## config.mk

```make
export PLATFORM = sky130hd
export DESIGN_NAME = pipe_stage
export DESIGN_NICKNAME = d
export VERILOG_FILES = /design/src/rtl/pipe_stage.sv
export SDC_FILE = /design/constraint.sdc
export NUM_CORES = 1
export LEC_CHECK = 0
export ABC_CLOCK_PERIOD_IN_PS = 1240
export CAP_MARGIN = 20
export CORE_MARGIN = 4
export CORE_UTILIZATION = 35
export CTS_BUF_LIST = sky130_fd_sc_hd__clkbuf_8 sky130_fd_sc_hd__clkbuf_16
export CTS_CLUSTER_SIZE = 40
export DETAILED_ROUTE_END_ITERATION = 6
export GPL_ROUTABILITY_DRIVEN = 0
export PLACE_DENSITY = 0.74
export SKIP_CTS_REPAIR_TIMING = 1
export SYNTH_ARGS = -nofsm -noshare
export SYNTH_HDL_FRONTEND = slang
export SYNTH_SLANG_ARGS = --single-unit
```

## constraint.sdc

```tcl
create_clock -name CLK -period 1.24 [get_ports CLK]
set_input_delay 0.124 -clock CLK [delete_from_list [all_inputs] [get_ports CLK]]
set_output_delay 0.124 -clock CLK [all_outputs]
set_load 0.03 [all_outputs]
```

## src/rtl/pipe_stage.sv

```systemverilog
// Purpose : DEPTH-stage valid/ready register pipeline with bubble collapse and synchronous flush.
// Latency : DEPTH cycles from the in_valid/in_ready handshake to out_valid; one entry per cycle sustained.
// Backpres: combinational ready chain, so a stage accepts whenever it is empty or the stage below moves.
//
// Ports   : CLK, nRST (async active-low) | in_valid/in_ready/in_data (upstream)
//           flush (kills all in-flight entries) | out_valid/out_ready/out_data (downstream)
//           occupancy (valid-stage count, only when PIPE_OCCUPANCY_EN is defined)
module pipe_stage #(
  parameter int WIDTH      = 32,
  parameter int DEPTH      = 1,
  parameter int CLEAR_DATA = 1
) (
  input  logic                         CLK,
  input  logic                         nRST,
  input  logic                         in_valid,
  output logic                         in_ready,
  input  logic [WIDTH-1:0]             in_data,
  input  logic                         flush,
  output logic                         out_valid,
  input  logic                         out_ready,
  output logic [WIDTH-1:0]             out_data
`ifdef PIPE_OCCUPANCY_EN
  ,
  output logic [$clog2(DEPTH+1)-1:0]   occupancy
`endif
);

  logic [DEPTH-1:0] v_q;
  logic [DEPTH-1:0] v_d;
  logic [WIDTH-1:0] d_q  [DEPTH];
  logic [WIDTH-1:0] d_d  [DEPTH];
  logic [DEPTH-1:0] r;
  logic [DEPTH-1:0] up_v;
  logic [WIDTH-1:0] up_d [DEPTH];

  // r[k] = stage k may load this cycle: it is empty, or everything below it
  // can move. Built with a running accumulator so the chain has no
  // self-referencing vector.
  always_comb begin : ready_chain
    logic acc;
    acc = out_ready;
    for (int k = DEPTH - 1; k >= 0; k--) begin
      acc  = ~v_q[k] | acc;
      r[k] = acc;
    end
  end

  // Upstream view of each stage: the input port for stage 0, the previous
  // stage otherwise.
  always_comb begin : upstream
    up_v[0] = in_valid;
    up_d[0] = in_data;
    for (int k = 1; k < DEPTH; k++) begin
      up_v[k] = v_q[k-1];
      up_d[k] = d_q[k-1];
    end
  end

  always_comb begin : next_state
    v_d = v_q;
    d_d = d_q;
    for (int k = 0; k < DEPTH; k++) begin
      if (flush) begin
        v_d[k] = 1'b0;
        if (CLEAR_DATA != 0) begin
          d_d[k] = '0;
        end
      end else if (r[k]) begin
        v_d[k] = up_v[k];
        // Payload only moves with a valid entry so an idle stage keeps its
        // last data instead of picking up garbage.
        if (up_v[k]) begin
          d_d[k] = up_d[k];
        end
      end
    end
  end

  always_ff @(posedge CLK or negedge nRST) begin
    if (!nRST) begin
      v_q <= '0;
      for (int k = 0; k < DEPTH; k++) begin
        d_q[k] <= '0;
      end
    end else begin
      v_q <= v_d;
      for (int k = 0; k < DEPTH; k++) begin
        d_q[k] <= d_d[k];
      end
    end
  end

  // Flush blocks both handshakes in the same cycle it is asserted.
  assign in_ready  = r[0] & ~flush;
  assign out_valid = v_q[DEPTH-1] & ~flush;
  assign out_data  = d_q[DEPTH-1];

`ifdef PIPE_OCCUPANCY_EN
  localparam int OCC_W = $clog2(DEPTH + 1);

  logic [OCC_W-1:0] occ_q;
  logic [OCC_W-1:0] occ_d;

  // Registered popcount of the next-state valid bits, so it always matches
  // v_q after the same edge.
  always_comb begin : occ_count
    occ_d = '0;
    for (int k = 0; k < DEPTH; k++) begin
      occ_d = occ_d + OCC_W'(v_d[k]);
    end
  end

  always_ff @(posedge CLK or negedge nRST) begin
    if (!nRST) begin
      occ_q <= '0;
    end else begin
      occ_q <= occ_d;
    end
  end

  assign occupancy = occ_q;
`endif

endmodule

```

==> flow_results.org, run 1 <==
** Critical path
- Number of buffer and inverter instances along the worst setup path :: 2
- In this run the worst path has a maximum fanout of 2.
- Slowest CP cell :: sky130_fd_sc_hd__dfrtp_1
- Slowest cell delay on critical path :: 0.37 ns
- Required time reported for the critical path endpoint :: 1.12 ns
- Crit path DAT :: 1.12 ns
- The critical path goes through nor2b_4 > buf_6 > nor2_4 > buf_6.
- Internal reg-to-reg setup slack :: 0.05 ns
- Nature of the critical path startpoint :: flip-flop
- The critical path is of the reg -> out type.
- In this run the critical register-to-register path is launched from v_q.
- The number of cells on the worst reg-to-reg path is 4.
- Worst setup EP type :: primary output
- The endpoint identified for the worst register-to-register timing path is out_data[28].
- By instance count, the cell type seen most on the critical path is sky130_fd_sc_hd__buf_6.
- Grouping stages by cell kind, the critical path spends the most delay in flip-flops.

** STA
- Setup slack on the critical path of the routed design comes to -0.001320 ns.
- Setup violations remaining at the end of the flow were counted as 1.
- Fmax :: 0.8056 GHz
- Final hold violations :: 0
- For the final database, setup skew stands at 0.001976 ns.
- The max-slew violation total from the final report came to 0.
- Measured against its own limit, the worst slew margin works out to 76.78%.
- The tightest hold path in the finished design has a slack of 0.2225 ns.
- Setup repair after global routing could not meet its margin everywhere.
- Period Utilization, post-route :: 100.1%
- The worst path in the final design needs a cycle of 1.241 ns, including I/O delays and setup.
- Transition at the pin with the smallest max-transition slack :: 0.3477 ns
- Total negative setup slack :: -0.001320 ns

** Placed design
- Input and output buffers added on the ports amount to 70.
- Dpl ws :: -0.1474 ns
- Summed over all nets, the half-perimeter wirelength after detailed placement is 2.522 mm.

** Clocking
- Number of buffers between clock root and the deepest sink :: 2
- Clock-pin slew was measured on the worst setup and hold paths at 0.07 ns.
- The H-tree generated during clock tree synthesis spans 2 levels.
- TritonCTS built the clock tree.
- Buffers inserted during clock tree synthesis total 5.
- Clock insertion delay at the later pin of the skew report :: 0.28 ns
- CTS placed an instance of sky130_fd_sc_hd__clkbuf_8 at the clock tree root.
- Counting every sink on the clock net gives 33.

** Power
- In this run the power density over the cells is 979.3 nW/um^2.
- Summing internal, switching and leakage power gives 2.578 mW.
- Leak Pwr :: 1.643 nW
- IR Drop Worst-Case VDD :: 0.0004944 V

** Finish
- Cells fill 58.44% of the core in the end.
- The number of antenna diodes in the final layout is 0.
- Fraction of layout instances using a drive strength above 1 :: 7.727%
- Relative to the synthesized area, the layout overhead comes to 56.08%.
- # nets final :: 256

** Synthesis
- Seq cells post-synth :: 33
- Counting flops with a built-in enable in the synthesized netlist gives 0.
- Yosys attributes the largest share of cell area to sky130_fd_sc_hd__dfrtp_1, sky130_fd_sc_hd__nand2b_1, sky130_fd_sc_hd__mux2i_1, sky130_fd_sc_hd__buf_12, sky130_fd_sc_hd__clkbuf_1.
- The share of synthesized area in the top cell type comes to 48.96%.
- Post-Syn Instances :: 146
- Counting distinct cell types in the post-synthesis netlist gives 11.
- For this run, the register share of the synthesized area comes to 48.96%.
- The most used flip-flop cell after synthesis is sky130_fd_sc_hd__dfrtp_1.
- The cell area that synthesis handed to floorplanning was 1687 um^2.
- Of all cell types, the one taking the most synthesized area is sky130_fd_sc_hd__dfrtp_1.
- After synthesis, the most frequently instantiated cells are sky130_fd_sc_hd__nand2b_1, sky130_fd_sc_hd__dfrtp_1, sky130_fd_sc_hd__mux2i_1, sky130_fd_sc_hd__clkbuf_1.
- Async set-or-reset flop fraction in the synthesized netlist :: 100.0%
- Most used standard cell by instance count after synthesis :: sky130_fd_sc_hd__nand2b_1
- Synth warnings :: 0
- Synthesized netlist net count :: 183
- Avg Synthesized Cell Area :: 11.55 um^2

** Global route
- Entering global routing, the biggest net connects 40 pins.
- Antenna violations before repair :: 0
- Via count of the first global-routing pass :: 1296
- Total global routing track utilization :: 12.90%
- The total overflow left after global routing is 0.
- Wire length of the first global-routing pass :: 6.306 mm

** Detailed routing
- After detailed routing, the average wire length per cell comes to 13.79 um.
- Detailed-route vias per instance :: 4.471
- The routed layout has 1216 vias.
- Wires add up to 3.751 mm.
- The pre-antenna-repair detailed-routing pass consisted of 4 iterations.
- In this run, the number of DRC markers left after iteration 0 of detailed routing was 37.
- The count of nets left with antenna violations once routing finished came out at 0.
- Remaining design rule violation count :: 0

** Floorplanning
- Horizontal die dimension :: 77.42 um
- Initial Util :: 37.44%
- The floorplan step defined a die boundary enclosing 5994 um^2.
- Number of top-level pins :: 71
- The total area inside the core boundary comes to 4504 um^2.
- The initialized floorplan defines 24 standard-cell rows.
- Chip height :: 77.42 um

** Outcome
- The checks that failed: negative setup slack.
- Run status :: finished with violations

** Worst hold path
- Path type of the worst min-delay path :: in -> async

** Job
- The tool flagged a number of max-cap violations equal to 0.
## where the power goes
part | switching [mW] | internal, mW
sequential | 0.0348 | 1.14
clock | 0.366 | 0.374
combinational | 0.317 | 0.343
total | 0.718 | 1.86
## logic make-up (layout without fill, tap and decap cells)
family,Yosys count,count (layout),synth area share (%)
flip-flops,33,33,48.96
multiplexers,32,32,18.99
AND/OR/NAND/NOR,70,70,26.11
buffers and inverters,11,85,5.935
## through the flow
| stage | cells | instance area [um^2] |
|---|---|---|
| 2_1_floorplan | 146 | 1687 |
| 6_report | 272 | 2633 |
| 5_1_grt | 272 | 2633 |
| 4_1_cts | 272 | 2535 |
| 3_5_place_dp | 264 | 2455 |
| 3_3_place_gp | 264 | 2455 |
## metal layers
metal | track usage [%] | vias to the layer above | part of all wire [%]
met5 | 0 | - | 0
met4 | 4.270 | 0 | 0.91
met3 | 5.093 | 5 | 9.2
met2 | 17.44 | 53 | 42
met1 | 18.66 | 550 | 48
li1 | - | 608 | -
## flip-flops by register name (all words and copies together), names as in the netlist
signal	count
v_q	1
out_data	32
## worst reg2reg max path, cell delays in order, from the launching register on
cell and delay, ns:
sky130_fd_sc_hd__dfrtp_1 0.37, sky130_fd_sc_hd__nor2b_4 0.14, sky130_fd_sc_hd__nor2b_4 0.18, sky130_fd_sc_hd__buf_12 0.20
sky130_fd_sc_hd__mux2i_1 0.22
## layout make-up
cell class,instances,area (um^2)
multi-input cells,102,773.2
well taps,52,65.06
flip-flops and latches,33,825.8
fillers,384,1872
clock buffers,5,68.82
clock inverters,3,11.26
repair buffers,77,888.4
## worst max path at each step
stage	from	endpoint	slack, ns	cells after the start
2_1_floorplan	v_q	out_data[0]	0.14	5
3_3_place_gp	out_ready	out_data[10]	-0.09	5
3_5_place_dp	out_ready	out_data[25]	-0.15	5
4_1_cts	out_data[19]	out_data[19]	-0.22	1
5_1_grt	v_q	in_ready	-0.05	4
6_report	v_q	in_ready	-0.001	4
## cells in the final DEF, fill, tap and decap left out, drive strengths merged
| master | count |
|---|---|
| buf | 9 |
| clkbuf | 5 |
| clkdlybuf4s50 | 35 |
| dfrtp | 33 |
| dlymetal6s2s | 33 |
| inv | 3 |
| mux2i | 32 |
| nand2b | 64 |
| nor2 | 3 |
| nor2b | 3 |
Power figures use the tool's default switching activity.
==> inputs of run 2 (changes only) <==
--- a/constraint.sdc
+++ b/constraint.sdc
@@ -3,2 +3,2 @@
 set_output_delay 0.124 -clock CLK [all_outputs]
-set_load 0.03 [all_outputs]
+set_load 0.02 [all_outputs]
==> flow_results.org, run 2 (synthesis results as in run 1) <==
** Global route
- Met2 usage :: 19.95% (+2.5 points)
- The aggregate global-route resource usage is 12.62% (-0.29 points).
- Met3 demand-to-capacity share in global routing :: 6.019% (+0.93 points)
- Antenna violations before repair :: 0 (unchanged)
- Met1 Track Usage GR :: 15.56% (-3.1 points)
- Highest-utilization routing layer at the global route stage :: met2
- The wire length of the first global-routing pass came to 6.154 mm (-2.4%).
- Via count of the first global-routing pass :: 1298 (+0.15%)
- Pin count of the biggest net entering global routing :: 66 (+65%)
- The residual overflow from global routing is 0 (unchanged).

** Critical path
- In this run the critical register-to-register path is captured at out_data[13].
- Worst-case reg-to-reg path depth :: 5 (+1)
- Worst setup EP type :: flip-flop
- Crit path DAT :: 1.50 ns (+0.38 ns)
- STA classifies the critical path startpoint as a flip-flop.
- Critical Path, Cell by Cell :: nor2b_4 > buf_6 > nor2b_4 > buf_12 > mux2i_2
- Slowest cell delay on critical path :: 0.38 ns (about the same)
- Internal reg-to-reg setup slack :: -0.07 ns (-0.12 ns)
- The worst setup path is of the reg -> reg kind.
- Worst setup path startpoint :: v_q
- The largest fanout of any net on the critical path came to 16 (+14).
- Slowest CP cell :: sky130_fd_sc_hd__dfrtp_1
- The required time at the worst-slack endpoint was 1.43 ns (+0.31 ns).
- Worst reg2reg path startpoint :: v_q
- Counting stages on the worst path, the most repeated cell is sky130_fd_sc_hd__nor2b_4.

** Floorplanning
- The die span in y was 77.42 um (unchanged).
- The boundary pin count was 71 (unchanged).
- The number of placement rows is 24 (unchanged).
- Horizontal die dimension :: 77.42 um (unchanged)
- The core outline area was 4504 um^2 (unchanged).
- Area enclosed by the die boundary :: 5994 um^2 (unchanged)
- Initial Util :: 37.44% (unchanged)

** STA
- The max-slew violation total from the final report is 0 (unchanged).
- Final hold violations :: 0 (unchanged)
- The worst hold slack after final layout came to 0.2221 ns (-0.0004020 ns).
- Setup repair after global routing missed its margin :: true
- The highest clock rate came to 0.7644 GHz (-5.1%).
- Post-route setup slack :: -0.06821 ns (-0.06689 ns)
- Period Utilization, post-route :: 105.5% (+5.4 points)
- Largest clock skew in the final design :: 0.002395 ns (+0.0004190 ns)
- Worst-case headroom to the max-slew limit :: 71.38% (-5.4 points)
- The slew at the pin closest to its max-slew limit is 0.4293 ns (+0.08158 ns).
- The post-route minimum period was 1.308 ns (+0.06689 ns).
- Total negative setup slack :: -0.6551 ns (-0.6538 ns)
- Number of setup violations in the final report :: 32 (+31)

** Detailed routing
- Router iterations before antenna repair :: 3 (-1)
- First-iteration detailed-routing DRC count :: 50 (+35%)
- The number of design rule violations left after detail routing was 0 (unchanged).
- Total detailed-routing wirelength :: 3.714 mm (-0.99%)
- The detail-routed net length per standard cell came to 13.81 um (+0.12%).
- The mean number of vias per cell is 4.461 (-0.22%).
- The number of nets with antenna violations after detailed routing is 0 (unchanged).
- The vias after detailed routing is 1200 (-1.3%).

** Clocking
- In this run the clock root is driven by a sky130_fd_sc_hd__clkbuf_8.
- Clock tree from TritonCTS :: done
- Clock insertion delay at the later pin of the skew report :: 0.27 ns (about the same)
- Num CTS Buffers :: 5 (unchanged)
- TritonCTS Sinks :: 33 (unchanged)
- Clock-pin slew reported for the worst setup and hold paths after clock tree synthesis :: 0.06 ns (about the same)
- The maximum count of clock buffers along a single path came to 2 (unchanged).
- The maximum level of the CTS H-tree is 2 (unchanged).

** Finish
- # nets final :: 254 (-0.78%)
- Most frequent standard cell in the layout excluding fill and tap cells :: sky130_fd_sc_hd__nand2b_1
- The top cell types in the final layout, fill and taps aside, are sky130_fd_sc_hd__nand2b_1, sky130_fd_sc_hd__clkdlybuf4s50_1, sky130_fd_sc_hd__dfrtp_1, sky130_fd_sc_hd__dlymetal6s2s_1, sky130_fd_sc_hd__mux2i_1.
- Area delta synth->final :: 54.38%
- The flip-flop count of the largest register after layout is 32 (unchanged).
- Post-route core utilization :: 57.81% (-0.64 points)
- Final std cells w/o fill :: 269 (-1.1%)
- Area used by sequential logic in the layout :: 825.8 um^2 (unchanged)
- Footprint of the multi-input gates :: 769.5 um^2 (-0.49%)
- The number of diodes was 0 (unchanged).
- Layout filler cell count :: 386 (+0.52%)
- The share of cells above drive strength 1 was 6.912% (-0.81 points).

** Power
- The ratio of total power to cell area is 979.4 nW/um^2 (about the same).
- IR Drop Worst-Case VDD :: 0.0005743 V (+16%)
- The leakage power total was 1.626 nW (-1.0%).

** Outcome
- The flow ran to the end, but the final reports show violations.
- The checks that failed: negative setup slack.

** Worst hold path
- The min-delay analysis places its worst path in the category in -> async.

** Placed design
- The worst setup timing slack at the placement stage came to -0.2657 ns (-0.1183 ns).
- The post-detailed-placement half-perimeter wirelength was 2.541 mm (+0.77%).
- The count of placed standard cells including taps came to 262 (-0.76%).
- The total of buffers placed on input and output ports was 70 (unchanged).

** Job
- The number of max-capacitance violations reported is 0 (unchanged).
[run 2: changes by cell type in the layout (fill, tap and decap cells not counted), sizes merged]
cell and delta:
buf -4, inv -2, clkdlybuf4s50 +1, clkbuf +2
[run 2: worst max-delay path by stage]
stage          slack (ns)      endpoint
5_1_grt             -0.12  out_data[13]
4_1_cts             -0.37      in_ready
2_1_floorplan        0.14   out_data[0]
6_report            -0.07  out_data[13]
3_5_place_dp        -0.27  out_data[13]
3_3_place_gp        -0.24      in_ready
[run 2: cell type report]
type / instances / area share [%]
Sequential cell: 33 / 31.72
Timing Repair Buffer: 75 / 32.92
Clock buffer: 6 / 3.172
Multi-Input combinational cell: 102 / 29.55
Clock inverter: 1 / 0.1442
Tap cell: 52 / 2.499
[run 2: where the power goes]
group | switching, mW | internal (mW)
Combinational | 0.260 | 0.330
Sequential | 0.0335 | 1.14
Clock | 0.351 | 0.431
Total | 0.644 | 1.91
[run 2: worst max-delay path, delay by kind of cell, from the launching register on]
family / cells / cell delay, ns
and+or+nand+nor: 2 / 0.30
muxes: 1 / 0.23
DFF: 1 / 0.38
buffers and inverters: 2 / 0.30
[run 2: layer usage]
metal	part of all wire, %	wire [um]	vias to the layer above
met5	0	0	-
met4	0.51	19	0
met3	9.8	364	2
met2	44	1647	55
met1	45	1683	539
li1	-	-	604
[run 2: through the flow]
stage	cell area, um^2	power (mW)
detailed placement	2432	1.810
floorplan	1687	1.499
global placement	2432	1.804
finish	2604	2.550
CTS	2519	2.617
global route	2604	2.682
==> inputs of run 3 (changes only) <==
CORE_UTILIZATION = 42   (was 35)
HOLD_SLACK_MARGIN = 0.02   (was unset)
PLACE_DENSITY = 0.85   (was 0.74)
==> flow_results.org, run 3 (synthesis results as in run 1) <==
** Placed design
- Dpl ws :: -0.2533 ns (+0.01245 ns)
- The total of buffers placed on input and output ports came to 70 (unchanged).
- # placed instances :: 260 (-0.76%)
- Post-DP Area :: 2430 um^2 (-0.10%)
- The post-detailed-placement half-perimeter wirelength is 2.552 mm (+0.42%).

** Floorplanning
- Chip height :: 71.37 um (-7.8%)
- The core outline area was 3771 um^2 (-16%).
- The boundary pin count came to 71 (unchanged).
- Horizontal die dimension :: 71.37 um (-7.8%)
- The initial cell density of the core was 44.72% (+7.3 points).
- Row cnt :: 22 (-8.3%)
- Area enclosed by the die boundary :: 5094 um^2 (-15%)

** STA
- Largest clock skew in the final design :: 0.004274 ns (+0.001878 ns)
- Transition at the pin with the smallest max-transition slack :: 0.2629 ns (-0.1663 ns)
- Setup repair after global routing could not meet its margin everywhere.
- The worst slew slack as a fraction of its limit is 82.44% (+11 points).
- The period utilization was 106.6% (+1.1 points).
- Number of setup violations in the final report :: 29 (-9.4%)
- The post-route minimum period came to 1.322 ns (+0.01341 ns).
- The post-route worst setup slack was -0.08162 ns (-0.01341 ns).
- The final hold violation count came to 0 (unchanged).
- The highest clock rate was 0.7566 GHz (-1.0%).
- Number of max-slew violations in the final report :: 0 (unchanged)

** Detailed routing
- Remaining design rule violation count :: 0 (unchanged)
- The first-pass iteration count of the detailed router was 4 (+1).
- The final wirelength came to 3.677 mm (-1.0%).
- Post-detailed-route wirelength per cell :: 13.67 um (-1.0%)
- The first-iteration detailed-routing DRC count came to 59 (+18%).
- The vias after detailed routing was 1252 (+4.3%).
- Detailed-route vias per instance :: 4.654 (+4.3%)
- The number of nets with antenna violations after detailed routing is 0 (unchanged).

** Power
- IR Drop Worst-Case VDD :: 0.0006172 V (+7.5%)
- The ratio of total power to cell area was 947.7 nW/um^2 (-3.2%).
- Leak Pwr :: 1.649 nW (+1.4%)

** Critical path
- The largest fanout of any net on the critical path was 20 (+4).
- The data arrival at the endpoint of the critical path was 1.51 ns (about the same).
- The required time at the worst-slack endpoint is 1.43 ns (about the same).
- Worst setup EP type :: flip-flop
- Worst reg2reg path startpoint :: v_q
- Nature of the critical path startpoint :: flip-flop
- Worst-case reg-to-reg path depth :: 5 (unchanged)
- Worst setup path startpoint :: v_q
- The setup slack of the most critical reg-to-reg path is -0.08 ns (about the same).
- The worst setup path is of the reg -> reg kind.

** Global route
- The wire length of the first global-routing pass was 5.920 mm (-3.8%).
- The number of global-route vias before repair is 1280 (-1.4%).
- The aggregate global-route resource usage came to 14.50% (+1.9 points).
- Antenna violations before repair :: 0 (unchanged)
- The residual overflow from global routing came to 0 (unchanged).
- Pin count of the biggest net entering global routing :: 41 (-38%)

** Clocking
- Root cell of the clock tree :: sky130_fd_sc_hd__clkbuf_8
- Clock insertion delay at the later pin of the skew report :: 0.27 ns (about the same)
- The clock edge transition at the registers on the reported setup and hold paths came to 0.06 ns (about the same).
- Maximum level of the CTS H-tree :: 2 (unchanged)
- The total clock buffers created by CTS was 5 (unchanged).
- The maximum count of clock buffers along a single path came to 2 (unchanged).
- The clock sink count is 33 (unchanged).
- TritonCTS built the clock tree.

** Finish
- Final std cells w/o fill :: 269 (unchanged)
- The library cell used most frequently in the layout, excluding fill and tap cells, is sky130_fd_sc_hd__nand2b_1.
- The area used by multi-input combinational logic is 769.5 um^2 (unchanged).
- The number of diodes is 0 (unchanged).
- The sequential cell area in the final layout was 825.8 um^2 (unchanged).
- The final design instance area without fill is 2643 um^2 (+1.5%).
- # nets final :: 259 (+2.0%)
- The flip-flop count of the largest register after layout came to 32 (unchanged).
- Fraction of layout instances using a drive strength above 1 :: 9.050% (+2.1 points)
- The number of fillers in the final layout was 289 (-25%).
- Highest-count cells in the layout ignoring fill and taps :: sky130_fd_sc_hd__nand2b_1, sky130_fd_sc_hd__clkdlybuf4s50_1, sky130_fd_sc_hd__dfrtp_1, sky130_fd_sc_hd__dlymetal6s2s_1, sky130_fd_sc_hd__mux2i_1
- Relative to the synthesized area, the layout overhead comes to 56.68%.

** Outcome
- Failing checks :: negative setup slack
- The run finished, with violations left.

** Job
- Max cap viols :: 0 (unchanged)

** Worst hold path
- Path type of the worst min-delay path :: in -> async
[run 3: cell types whose count changed in the layout (fill, tap and decap cells not counted), sizes merged]
cell	previous run	this run
clkinv	0	1
clkbuf	7	6
buf	5	10
inv	1	0
[run 3: final timing paths]
kind                           endpoint
max                        out_data[16]
min                        out_data[23]
max reg2reg                out_data[16]
min reg2reg                out_data[14]
max in group asynchronous  out_data[18]
min in group CLK           out_data[24]
[run 3: per-stage QoR]
stage	total power, mW	util [%]	setup TNS, ns	hold slack (ns)
floorplan	1.499	-	0	-0.1716
CTS	2.530	66.39	-6.489	0.2134
detailed placement	1.808	64.43	-7.502	0.5137
global placement	1.799	64.43	-6.322	0.5098
finish	2.504	70.07	-1.576	0.2045
global route	2.620	70.07	-3.475	0.2306
[run 3: area by class of cell]
| cell class | count | area share [%] |
|---|---|---|
| tap | 48 | 2.273 |
| multi-input combinational | 102 | 29.12 |
| timing repair buffer | 80 | 34.56 |
| sequential | 33 | 31.25 |
| clock inverter | 1 | 0.1894 |
| clock buffer | 5 | 2.604 |
[run 3: worst max-delay path, stage by stage, from the launching register on]
cell,delay (ns)
sky130_fd_sc_hd__dfrtp_1,0.38
sky130_fd_sc_hd__nor2b_4,0.13
sky130_fd_sc_hd__buf_6,0.11
sky130_fd_sc_hd__nor2b_4,0.17
sky130_fd_sc_hd__buf_12,0.21
sky130_fd_sc_hd__mux2i_1,0.22
[run 3: where the power goes]
| group | internal (mW) | switching (mW) | leakage [nW] |
|---|---|---|---|
| Clock | 0.368 | 0.343 | 0.0399 |
| Combinational | 0.349 | 0.262 | 1.17 |
| Sequential | 1.14 | 0.0376 | 0.440 |
[run 3: routing by layer]
metal | track usage (%) | up-vias | share of wire [%]
li1 | - | 618 | -
met1 | 18.41 | 583 | 43
met2 | 22.35 | 45 | 47
met3 | 6.732 | 6 | 9.6
met4 | 3.758 | 0 | 0.92
met5 | 0 | - | 0
